==> src/rtl/if_stage_unit.sv <==
// ---------------------------------------------------------------------------
// if_stage_unit
//   Instruction-fetch stage plus IF/ID pipeline register.
//   The stage holds the program counter and fetches from instruction memory
//   over a level req/ready handshake. It obeys the hazard-unit stall (freeze)
//   and the EXE-stage branch redirect. A skid buffer catches a fetch that
//   completes while the stage is frozen, so that instruction is not lost.
//
// Parameters
//   RESET_PC      PC value after reset
//
// Ports
//   clk           rising-edge clock
//   rst_n         asynchronous active-low reset
//   freeze        stall: hold PC and IF/ID register
//   branch_taken  redirect from EXE; overrides freeze and a same-cycle fetch
//   branch_addr   redirect target
//   imem_req      fetch request (level, held until imem_ready)
//   imem_addr     fetch address, stable while a request is pending
//   imem_ready    memory accepts the request and returns data this cycle
//   imem_rdata    fetched instruction
//   if_id_pc      address of the IF/ID instruction + 4
//   if_id_instr   IF/ID instruction, 0 when invalid
//   if_id_valid   IF/ID register holds a real instruction
//   fetch_busy    stage is not in the FETCH state
// ---------------------------------------------------------------------------
module if_stage_unit #(
    parameter logic [31:0] RESET_PC = 32'h0000_0000
) (
    input  logic        clk,
    input  logic        rst_n,
    input  logic        freeze,
    input  logic        branch_taken,
    input  logic [31:0] branch_addr,
    output logic        imem_req,
    output logic [31:0] imem_addr,
    input  logic        imem_ready,
    input  logic [31:0] imem_rdata,
    output logic [31:0] if_id_pc,
    output logic [31:0] if_id_instr,
    output logic        if_id_valid,
    output logic        fetch_busy
);

    typedef enum logic [1:0] {
        FETCH   = 2'd0,
        HOLD    = 2'd1,
        DISCARD = 2'd2
    } state_t;

    state_t      state;
    logic        req_en;
    logic [31:0] pc;
    logic [31:0] fetch_addr;
    logic [31:0] skid_instr;
    logic [31:0] skid_pc4;
    logic [31:0] if_id_pc_p1;
    logic [31:0] if_id_instr_p1;
    logic        vld_p1;
    logic        xfer;
    logic [31:0] fetch_pc4;

    // PC arithmetic wraps naturally at 32 bits; no alignment checking.
    function automatic logic [31:0] pc_inc(input logic [31:0] a);
        return a + 32'd4;
    endfunction

    // req_en keeps the request low while reset is asserted and raises it
    // on the first clock after release.
    assign imem_req   = req_en && (state != HOLD);
    assign imem_addr  = fetch_addr;
    assign xfer       = imem_req && imem_ready;
    assign fetch_pc4  = pc_inc(fetch_addr);
    assign fetch_busy = (state != FETCH);

    // ---- IF -> IF/ID boundary ----
    always_ff @(posedge clk or negedge rst_n) begin
        if (!rst_n) begin
            state          <= FETCH;
            req_en         <= 1'b0;
            pc             <= RESET_PC;
            fetch_addr     <= RESET_PC;
            skid_instr     <= 32'd0;
            skid_pc4       <= 32'd0;
            if_id_pc_p1    <= 32'd0;
            if_id_instr_p1 <= 32'd0;
            vld_p1         <= 1'b0;
        end else begin
            req_en <= 1'b1;
            if (branch_taken) begin
                // Redirect wins over freeze and drops any same-cycle data.
                pc             <= branch_addr;
                vld_p1         <= 1'b0;
                if_id_instr_p1 <= 32'd0;
                skid_instr     <= 32'd0;
                skid_pc4       <= 32'd0;
                case (state)
                    FETCH: begin
                        // An outstanding request must complete before the
                        // address may change, so its data gets dropped later.
                        if (imem_req && !imem_ready) begin
                            state <= DISCARD;
                        end else begin
                            fetch_addr <= branch_addr;
                            state      <= FETCH;
                        end
                    end
                    HOLD: begin
                        fetch_addr <= branch_addr;
                        state      <= FETCH;
                    end
                    DISCARD: begin
                        // Stale request still pending; only the target moves.
                        if (xfer) begin
                            fetch_addr <= branch_addr;
                            state      <= FETCH;
                        end
                    end
                    default: state <= FETCH;
                endcase
            end else begin
                case (state)
                    FETCH: begin
                        if (xfer && !freeze) begin
                            if_id_pc_p1    <= fetch_pc4;
                            if_id_instr_p1 <= imem_rdata;
                            vld_p1         <= 1'b1;
                            pc             <= fetch_pc4;
                            fetch_addr     <= fetch_pc4;
                        end else if (xfer && freeze) begin
                            skid_pc4   <= fetch_pc4;
                            skid_instr <= imem_rdata;
                            pc         <= fetch_pc4;
                            state      <= HOLD;
                        end else if (!freeze) begin
                            vld_p1         <= 1'b0;
                            if_id_instr_p1 <= 32'd0;
                        end
                    end
                    HOLD: begin
                        if (!freeze) begin
                            if_id_pc_p1    <= skid_pc4;
                            if_id_instr_p1 <= skid_instr;
                            vld_p1         <= 1'b1;
                            fetch_addr     <= pc;
                            state          <= FETCH;
                        end
                    end
                    DISCARD: begin
                        if (xfer) begin
                            fetch_addr <= pc;
                            state      <= FETCH;
                        end
                    end
                    default: state <= FETCH;
                endcase
            end
        end
    end

    assign if_id_pc    = if_id_pc_p1;
    assign if_id_instr = if_id_instr_p1;
    assign if_id_valid = vld_p1;

endmodule

==> config.mk <==
export PLATFORM = sky130hd
export DESIGN_NAME = if_stage_unit
export DESIGN_NICKNAME = d
export VERILOG_FILES = /design/src/rtl/if_stage_unit.sv
export SDC_FILE = /design/constraint.sdc
export NUM_CORES = 1
export LEC_CHECK = 0
export CAP_MARGIN = 10
export CORE_ASPECT_RATIO = 1.25
export CORE_UTILIZATION = 53
export DETAILED_ROUTE_END_ITERATION = 6
export PLACE_DENSITY = 0.78
export SETUP_SLACK_MARGIN = 0.5
export SLEW_MARGIN = 15
export SYNTH_ARGS = -nofsm -noshare
export SYNTH_HDL_FRONTEND = slang
export SYNTH_SLANG_ARGS = --single-unit
==> constraint.sdc <==
create_clock -name clk -period 2.8 [get_ports clk]
set_input_delay 0.56 -clock clk [delete_from_list [all_inputs] [get_ports clk]]
set_output_delay 0.56 -clock clk [all_outputs]
set_load 0.02 [all_outputs]
==> results of run 1 <==
[per-stage QoR]
step	hold WS, ns	setup WS [ns]
floorplan	0.2644	0.5489
global placement	0.4592	0.1505
detailed placement	0.4691	0.04079
CTS	0.1531	0.4201
global route	0.1761	0.4493
finish	0.1222	0.5180
[cell usage in the layout, fill, tap and decap left out, types with 4 or more instances in the layout]
master,count
a31oi_1,8
and4_1,5
xnor2_1,10
clkinv_4,4
dfrtp_2,8
nor2b_1,4
mux2i_1,20
a211oi_1,7
nor2_1,56
o2bb2ai_1,5
o31ai_1,6
o21ai_4,4
o211ai_1,14
xor2_1,9
inv_1,18
o31a_1,9
a22oi_1,40
buf_12,6
a21oi_1,39
o22ai_1,11
buf_4,50
nand4_1,13
nor3_1,21
o21a_1,5
a22o_1,46
dfrtp_1,188
clkdlybuf4s50_1,162
o21ai_0,126
nand2_1,131
nor2_4,5
a21boi_0,9
and3_1,9
clkbuf_16,17
nand3_1,27
[sequential cells by signal, summed over array words and instances, names as in the netlist]
register,flops
req_en,1
skid_pc4,32
if_id_instr,32
pc,32
if_id_pc,32
if_id_valid,1
state,2
imem_addr,32
skid_instr,32
[where the power goes]
part           leakage (nW)  total (mW)  internal, mW  switching, mW
combinational          2.33        3.60          1.57           2.03
clock                 0.286        2.47          1.37           1.10
sequential             2.55        3.94          3.36          0.579
total                  5.17        10.0          6.31           3.70
[worst reg2reg max path: stages (launching register included)]
cell     delay (ns)
dfrtp_1        0.54
nand4_1        0.28
nor3_1         0.37
buf_4          0.19
nor3b_1        0.34
nor3_1         0.12
o41ai_2        0.30
[per-layer routing]
layer  share of wire, %  vias to the layer above
li1                   -                     3972
met1                 40                     4371
met2                 50                      429
met3                6.7                       62
met4                3.2                        0
met5                  0                        -
[what timing repair did]
| item | CTS | global route |
|---|---|---|
| setup buffers | 0 | 7 |
| resized for setup | 15 | 33 |
| gates cloned | 1 | 3 |
| setup endpoints to repair | 67 | 122 |
| pin swaps | 1 | 5 |
[kinds of logic after synthesis]
| family | share of synthesized area (%) |
|---|---|
| AO/OA/AOI/OAI | 23.46 |
| XOR/XNOR | 2.034 |
| adder cells (fa/ha/maj) | 0.6605 |
| buffers and inverters | 4.174 |
| flip-flops | 51.78 |
| multiplexers | 2.351 |
| other | 0.03959 |
| AND/OR/NAND/NOR | 15.50 |
[layout make-up]
type | instances | area (um2)
clock buffer | 22 | 464.2
clock inverter | 10 | 123.9
fill | 1304 | 5014
inverter | 21 | 78.83
multi-input combinational | 706 | 4427
sequential | 196 | 4915
tap | 224 | 280.3
timing repair buffer | 226 | 2197
[path summary, 6_finish.rpt]
path	slack, ns	end	from
setup / recovery	0.52	imem_addr[8]	imem_addr[8]
hold / removal	0.12	if_id_pc[31]	rst_n
setup reg to reg	0.56	imem_addr[19]	imem_addr[17]
hold reg to reg	0.48	if_id_instr[15]	if_id_instr[15]
max in group asynchronous	1.88	imem_addr[10]	rst_n
min in group clk	0.48	if_id_instr[15]	if_id_instr[15]
==> flow_metrics.py, run 1 <==
metrics = {
    "finish": {
        "drive_gt1_share_pct": 12.19,
        "syn_to_final_growth_pct": 31.82,
        "design_area_um2": 12490,
        "utilization_pct": 71.35,
        "finalNetCount": 1242,
        "num_antenna_cells": 0,
        "stdcell_count": 1405,
    },
    "hold_path": {
        "hp-class": "input port to asynchronous set/reset pin",
    },
    "yosys": {
        "synth-edff-count": 0,
        "synth_cell_types": 65,
        "synth-main-ff-cell": "dfrtp_1",
        "yosysTopAreaCell": "dfrtp_1",
        "yosys-top-cells-count": "196 x dfrtp_1, 133 x nand2_1, 128 x o21ai_0",
        "synthArstFlopShare_pct": 100.0,
        "synthCells": 999,
        "syn-num-nets": 1073,
        "synth_seq_cells": 196,
        "synth-seq-area-share_pct": 51.78,
        "synth_most_common_cell": "dfrtp_1",
        "synth_area_leaders": "dfrtp_1 52%, o21ai_0 6.8%, nand2_1 5.3%",
        "yosysTopAreaCellShare_pct": 51.78,
        "avgSynthCellArea_um2": 9.481,
        "synth_area_um2": 9472,
        "synth_warnings": 0,
    },
    "setup_path": {
        "path_cells": "buf_4 -> clkdlybuf4s50_1",
        "cp.buffers_inverters": 2,
        "worst-setup-path-type": "flip-flop to primary output",
        "crit_slowest_cell": "clkdlybuf4s50_1",
        "ff2ff_path_depth": 6,
        "crit_arrival_ns": 1.72,
        "worstPathRequired_ns": 2.24,
        "path_delay_family": "buffers and inverters",
        "end_kind": "primary output",
        "start_kind": "flip-flop",
        "crit_cells": 2,
        "cp_max_fo": 5,
        "cpPeakStageDelay_ns": 0.64,
    },
    "timing": {
        "skew_ns": 0.01074,
        "tns_ns": 0,
        "min_period_ns": 2.282,
        "worstMarginPinSlew_ns": 0.7696,
        "maxSlewViolCount": 0,
        "period_share_pct": 81.50,
        "hold_viol_final": 0,
        "fmax_mhz": 438.2,
        "grt_setup_unrepaired": "yes",
        "max-slew-margin-rel_pct": 48.50,
        "final-setup-viol-count": 0,
    },
    "route": {
        "wl_mm": 29.12,
        "num_vias": 8834,
        "drc": 0,
        "firstDrtPassIters": 6,
        "ant_nets": 0,
        "avgViaCountPerCell": 6.288,
        "dr.first_iter.drc_count": 1037,
        "post_drt_wl_per_cell_um": 20.73,
    },
    "global_routing": {
        "gr-usage-met1_pct": 40.75,
        "gr-usage-met3_pct": 4.903,
        "grt.busiest_layer": "met2",
        "antenna_found_initial": 0,
        "grt_max_degree": 74,
        "grt_usage_pct": 31.83,
        "use_met2_pct": 53.95,
        "grt_pass1_wl_mm": 44.62,
        "grt_pass1_vias": 8478,
        "grt.overflow.total": 0,
    },
    "clock_network": {
        "cts_max_level": 4,
        "path_clk_slew_ns": 0.07,
        "clock_path_buffers": 2,
        "clock_sinks": 196,
        "cts_made_buffers": 17,
        "cts_hold_buf": 0,
        "tritoncts": "done",
        "clockRootBuffer": "clkbuf_16",
        "clk_latency_ns": 0.43,
    },
    "floorplanning": {
        "start_util_pct": 54.13,
        "coreArea_um2": 17500,
        "die_area_um2": 18410,
        "io_pins": 168,
        "die_w_um": 121.6,
        "rows": 54,
        "dieHeight_um": 151.5,
    },
    "placed_design": {
        "port_buffers": 167,
        "dp.final_hpwl_mm": 19.16,
        "place_congestion": 1.025,
        "placed_cell_area_um2": 11630,
        "dp.cells": 1362,
    },
    "pwr": {
        "power.leakage_nw": 5.170,
        "peakVddDrop_mv": 0.4756,
        "totalPowerFinal_mw": 10.01,
        "power_density_nw_per_um2": 801.8,
    },
    "status": {
        "outcome": "completed",
    },
    "run": {
        "maxCapViolations": 0,
    },
}
Note: power is estimated with default switching activity, not from simulation.
==> run 2, diff against run 1 <==
--- a/config.mk
+++ b/config.mk
@@ -7,9 +7,9 @@
 export LEC_CHECK = 0
 export CAP_MARGIN = 10
 export CORE_ASPECT_RATIO = 1.25
-export CORE_UTILIZATION = 53
+export CORE_UTILIZATION = 48
 export DETAILED_ROUTE_END_ITERATION = 6
-export PLACE_DENSITY = 0.78
+export PLACE_DENSITY = 0.75
 export SETUP_SLACK_MARGIN = 0.5
 export SLEW_MARGIN = 15
 export SYNTH_ARGS = -nofsm -noshare
==> constraint.sdc (replaced) <==
create_clock -name clk -period 2.07 [get_ports clk]
set_input_delay 0.414 -clock clk [delete_from_list [all_inputs] [get_ports clk]]
set_output_delay 0.414 -clock clk [all_outputs]
set_load 0.02 [all_outputs]
==> run 2 against run 1 <==
- the run now ends with setup timing left
- wire length up 31%
- flip-flop and latch count unchanged
- hold slack gained 0.35 ns
- register-to-register slack worse by 0.63 ns
- cell count rose by 13%
- total power up 56%
- largest power group is now combinational cells
- design area rose by 22%
- clock skew is essentially flat
- clock-buffer cell count decreased by 3
- first-iteration DRC count shrank 11%
- core utilization increased by 7.4 points
==> flow_metrics.py, run 2 (synthesis results as in run 1) <==
metrics = {
    "route": {
        "dr.first_iter.drc_count": 922,
        "firstDrtPassIters": 6,
        "ant_nets": 0,
        "wl_mm": 38.08,
        "drc": 0,
        "post_drt_wl_per_cell_um": 23.94,
        "num_vias": 10160,
        "avgViaCountPerCell": 6.387,
    },
    "status": {
        "outcome": "finished, violations left",
        "violations": "setup timing",
    },
    "finish": {
        "num_antenna_cells": 0,
        "syn_to_final_growth_pct": 61.30,
        "drive_gt1_share_pct": 36.95,
        "layout_common_cells": "177 x dfrtp_1, 137 x clkdlybuf4s50_1, 121 x buf_4",
        "design_area_um2": 15280,
        "layout_commonest_cell": "dfrtp_1",
        "finalNetCount": 1388,
        "nFillCells": 1160,
    },
    "hold_path": {
        "hp-class": "flip-flop to flip-flop",
        "hold_start": "if_id_instr[2]",
        "min_to": "if_id_instr[2]",
        "min_path_cells": 2,
    },
    "setup_path": {
        "worst-setup-path-type": "flip-flop to flip-flop",
        "worstPathRequired_ns": 2.39,
        "r2r-start": "state[0]",
        "crit_arrival_ns": 2.46,
        "start_kind": "flip-flop",
        "ff2ff_path_depth": 9,
        "path_delay_family": "buffers and inverters",
        "r2r_slack_ns": -0.07,
        "cp.buffers_inverters": 4,
        "crit_slowest_cell": "dfrtp_2",
        "cpPeakStageDelay_ns": 0.45,
        "path_cells": "ha_4 -> nand3b_1 -> buf_6 -> buf_6 -> nor3_4 -> nor2_4 -> buf_6 -> buf_12 -> a22o_1",
        "cp_max_fo": 10,
        "r2r-end": "skid_instr[10]",
        "end_kind": "flip-flop",
        "critPathMostFrequentCell": "buf_6",
    },
    "timing": {
        "hold_viol_final": 0,
        "worstMarginPinSlew_ns": 0.5575,
        "tns_ns": -1.585,
        "max-slew-margin-rel_pct": 62.83,
        "skew_ns": 0.01091,
        "maxSlewViolCount": 0,
        "min_period_ns": 2.136,
        "final-setup-viol-count": 59,
        "period_share_pct": 103.2,
        "fin_hold_ws_ns": 0.4769,
        "fmax_mhz": 468.2,
        "timing.final.ws_setup_ns": -0.06585,
        "grt_setup_unrepaired": "yes",
    },
    "pwr": {
        "p_int_mw": 9.590,
        "peakVddDrop_mv": 0.7225,
        "totalPowerFinal_mw": 15.63,
        "switching_share_pct": 38.62,
        "power_frac_clock_pct": 21.3,
        "power_density_nw_per_um2": 1023,
        "combPwrFrac_pct": 44.5,
        "seq_power_share_pct": 34.2,
        "p_sw_mw": 6.035,
        "power.leakage_nw": 6.498,
    },
    "placed_design": {
        "dp.final_hpwl_mm": 20.59,
        "port_buffers": 167,
        "place_congestion": 0.9127,
        "placed_cell_area_um2": 12570,
    },
    "floorplanning": {
        "rows": 57,
        "start_util_pct": 48.83,
        "coreArea_um2": 19400,
        "dieHeight_um": 159.1,
        "die_w_um": 127.6,
        "io_pins": 168,
        "die_area_um2": 20300,
    },
    "global_routing": {
        "grt_pass1_vias": 9783,
        "grt_pass1_wl_mm": 53.14,
        "grt.overflow.total": 0,
        "grt_usage_pct": 34.16,
        "antenna_found_initial": 0,
        "grt_max_degree": 61,
    },
    "clock_network": {
        "clockRootBuffer": "clkbuf_16",
        "clk_latency_ns": 0.44,
        "clock_sinks": 196,
        "cts_made_buffers": 17,
        "path_clk_slew_ns": 0.07,
        "tritoncts": "done",
        "clock_path_buffers": 2,
        "cts_max_level": 4,
    },
    "run": {
        "maxCapViolations": 0,
    },
}
-- run 2: cell type report --
class,instances,area [um2],share of cell area [%]
clock inverter,12,131.4,0.8599
timing repair buffer,376,4039,26.44
clock buffer,19,432.9,2.834
tap,265,331.6,2.170
inverter,21,85.08,0.5569
sequential,196,4928,32.26
multi-input combinational,702,5329,34.88
-- run 2: how the worst max path moves through the flow --
stage,start,endpoint,depth (start not counted)
after floorplan,imem_addr[8],imem_addr[29],6
after global placement,imem_ready,imem_addr[0],5
after detailed placement,imem_ready,imem_addr[0],5
after CTS,imem_addr[8],skid_pc4[29],5
after global routing,state[0],skid_instr[13],9
final,state[0],skid_instr[10],9
-- run 2: worst register-to-register path, delay by kind of cell, from the launching register on --
kind | cells | cell delay (ns)
compound gates | 1 | 0.23
flops | 1 | 0.45
buf+inv | 4 | 0.61
simple gates | 3 | 0.53
fa+ha+maj | 1 | 0.20
-- run 2: power groups by stage --
stage	combinational (mW)	clock, mW	sequential (mW)
5_1_grt	7.29	3.48	5.40
3_3_place_gp	5.41	0	5.18
3_5_place_dp	5.51	0	5.20
4_1_cts	6.17	3.30	5.14
2_1_floorplan	2.27	0	5.79
6_report	6.96	3.32	5.34
-- run 2: metal layers --
layer | vias to the layer above | track usage (%) | routed length, um
li1 | 4274 | - | -
met1 | 5016 | 41.26 | 13430
met2 | 680 | 58.42 | 19090
met3 | 192 | 5.074 | 3209
met4 | 0 | 18.72 | 2357
met5 | - | 0 | 0
-- run 2: per-stage QoR --
stage / instances / worst slack, ns / utilization (%)
2_1_floorplan: 999 / -0.005163 / -
4_1_cts: 1563 / 0.05808 / 73.82
5_1_grt: 1591 / -0.1320 / 78.75
3_5_place_dp: 1478 / -0.3294 / 64.80
3_3_place_gp: 1478 / -0.2497 / 64.80
6_report: 1591 / -0.06585 / 78.75
-- run 2: what timing repair did --
item,4_1_cts,5_1_grt
cloned,14,7
resized for setup,200,276
buffers inserted,39,21
hold buffers,1,0
pin swaps,43,65
endpoints found under the setup margin,294,294
hold endpoints to repair,54,0
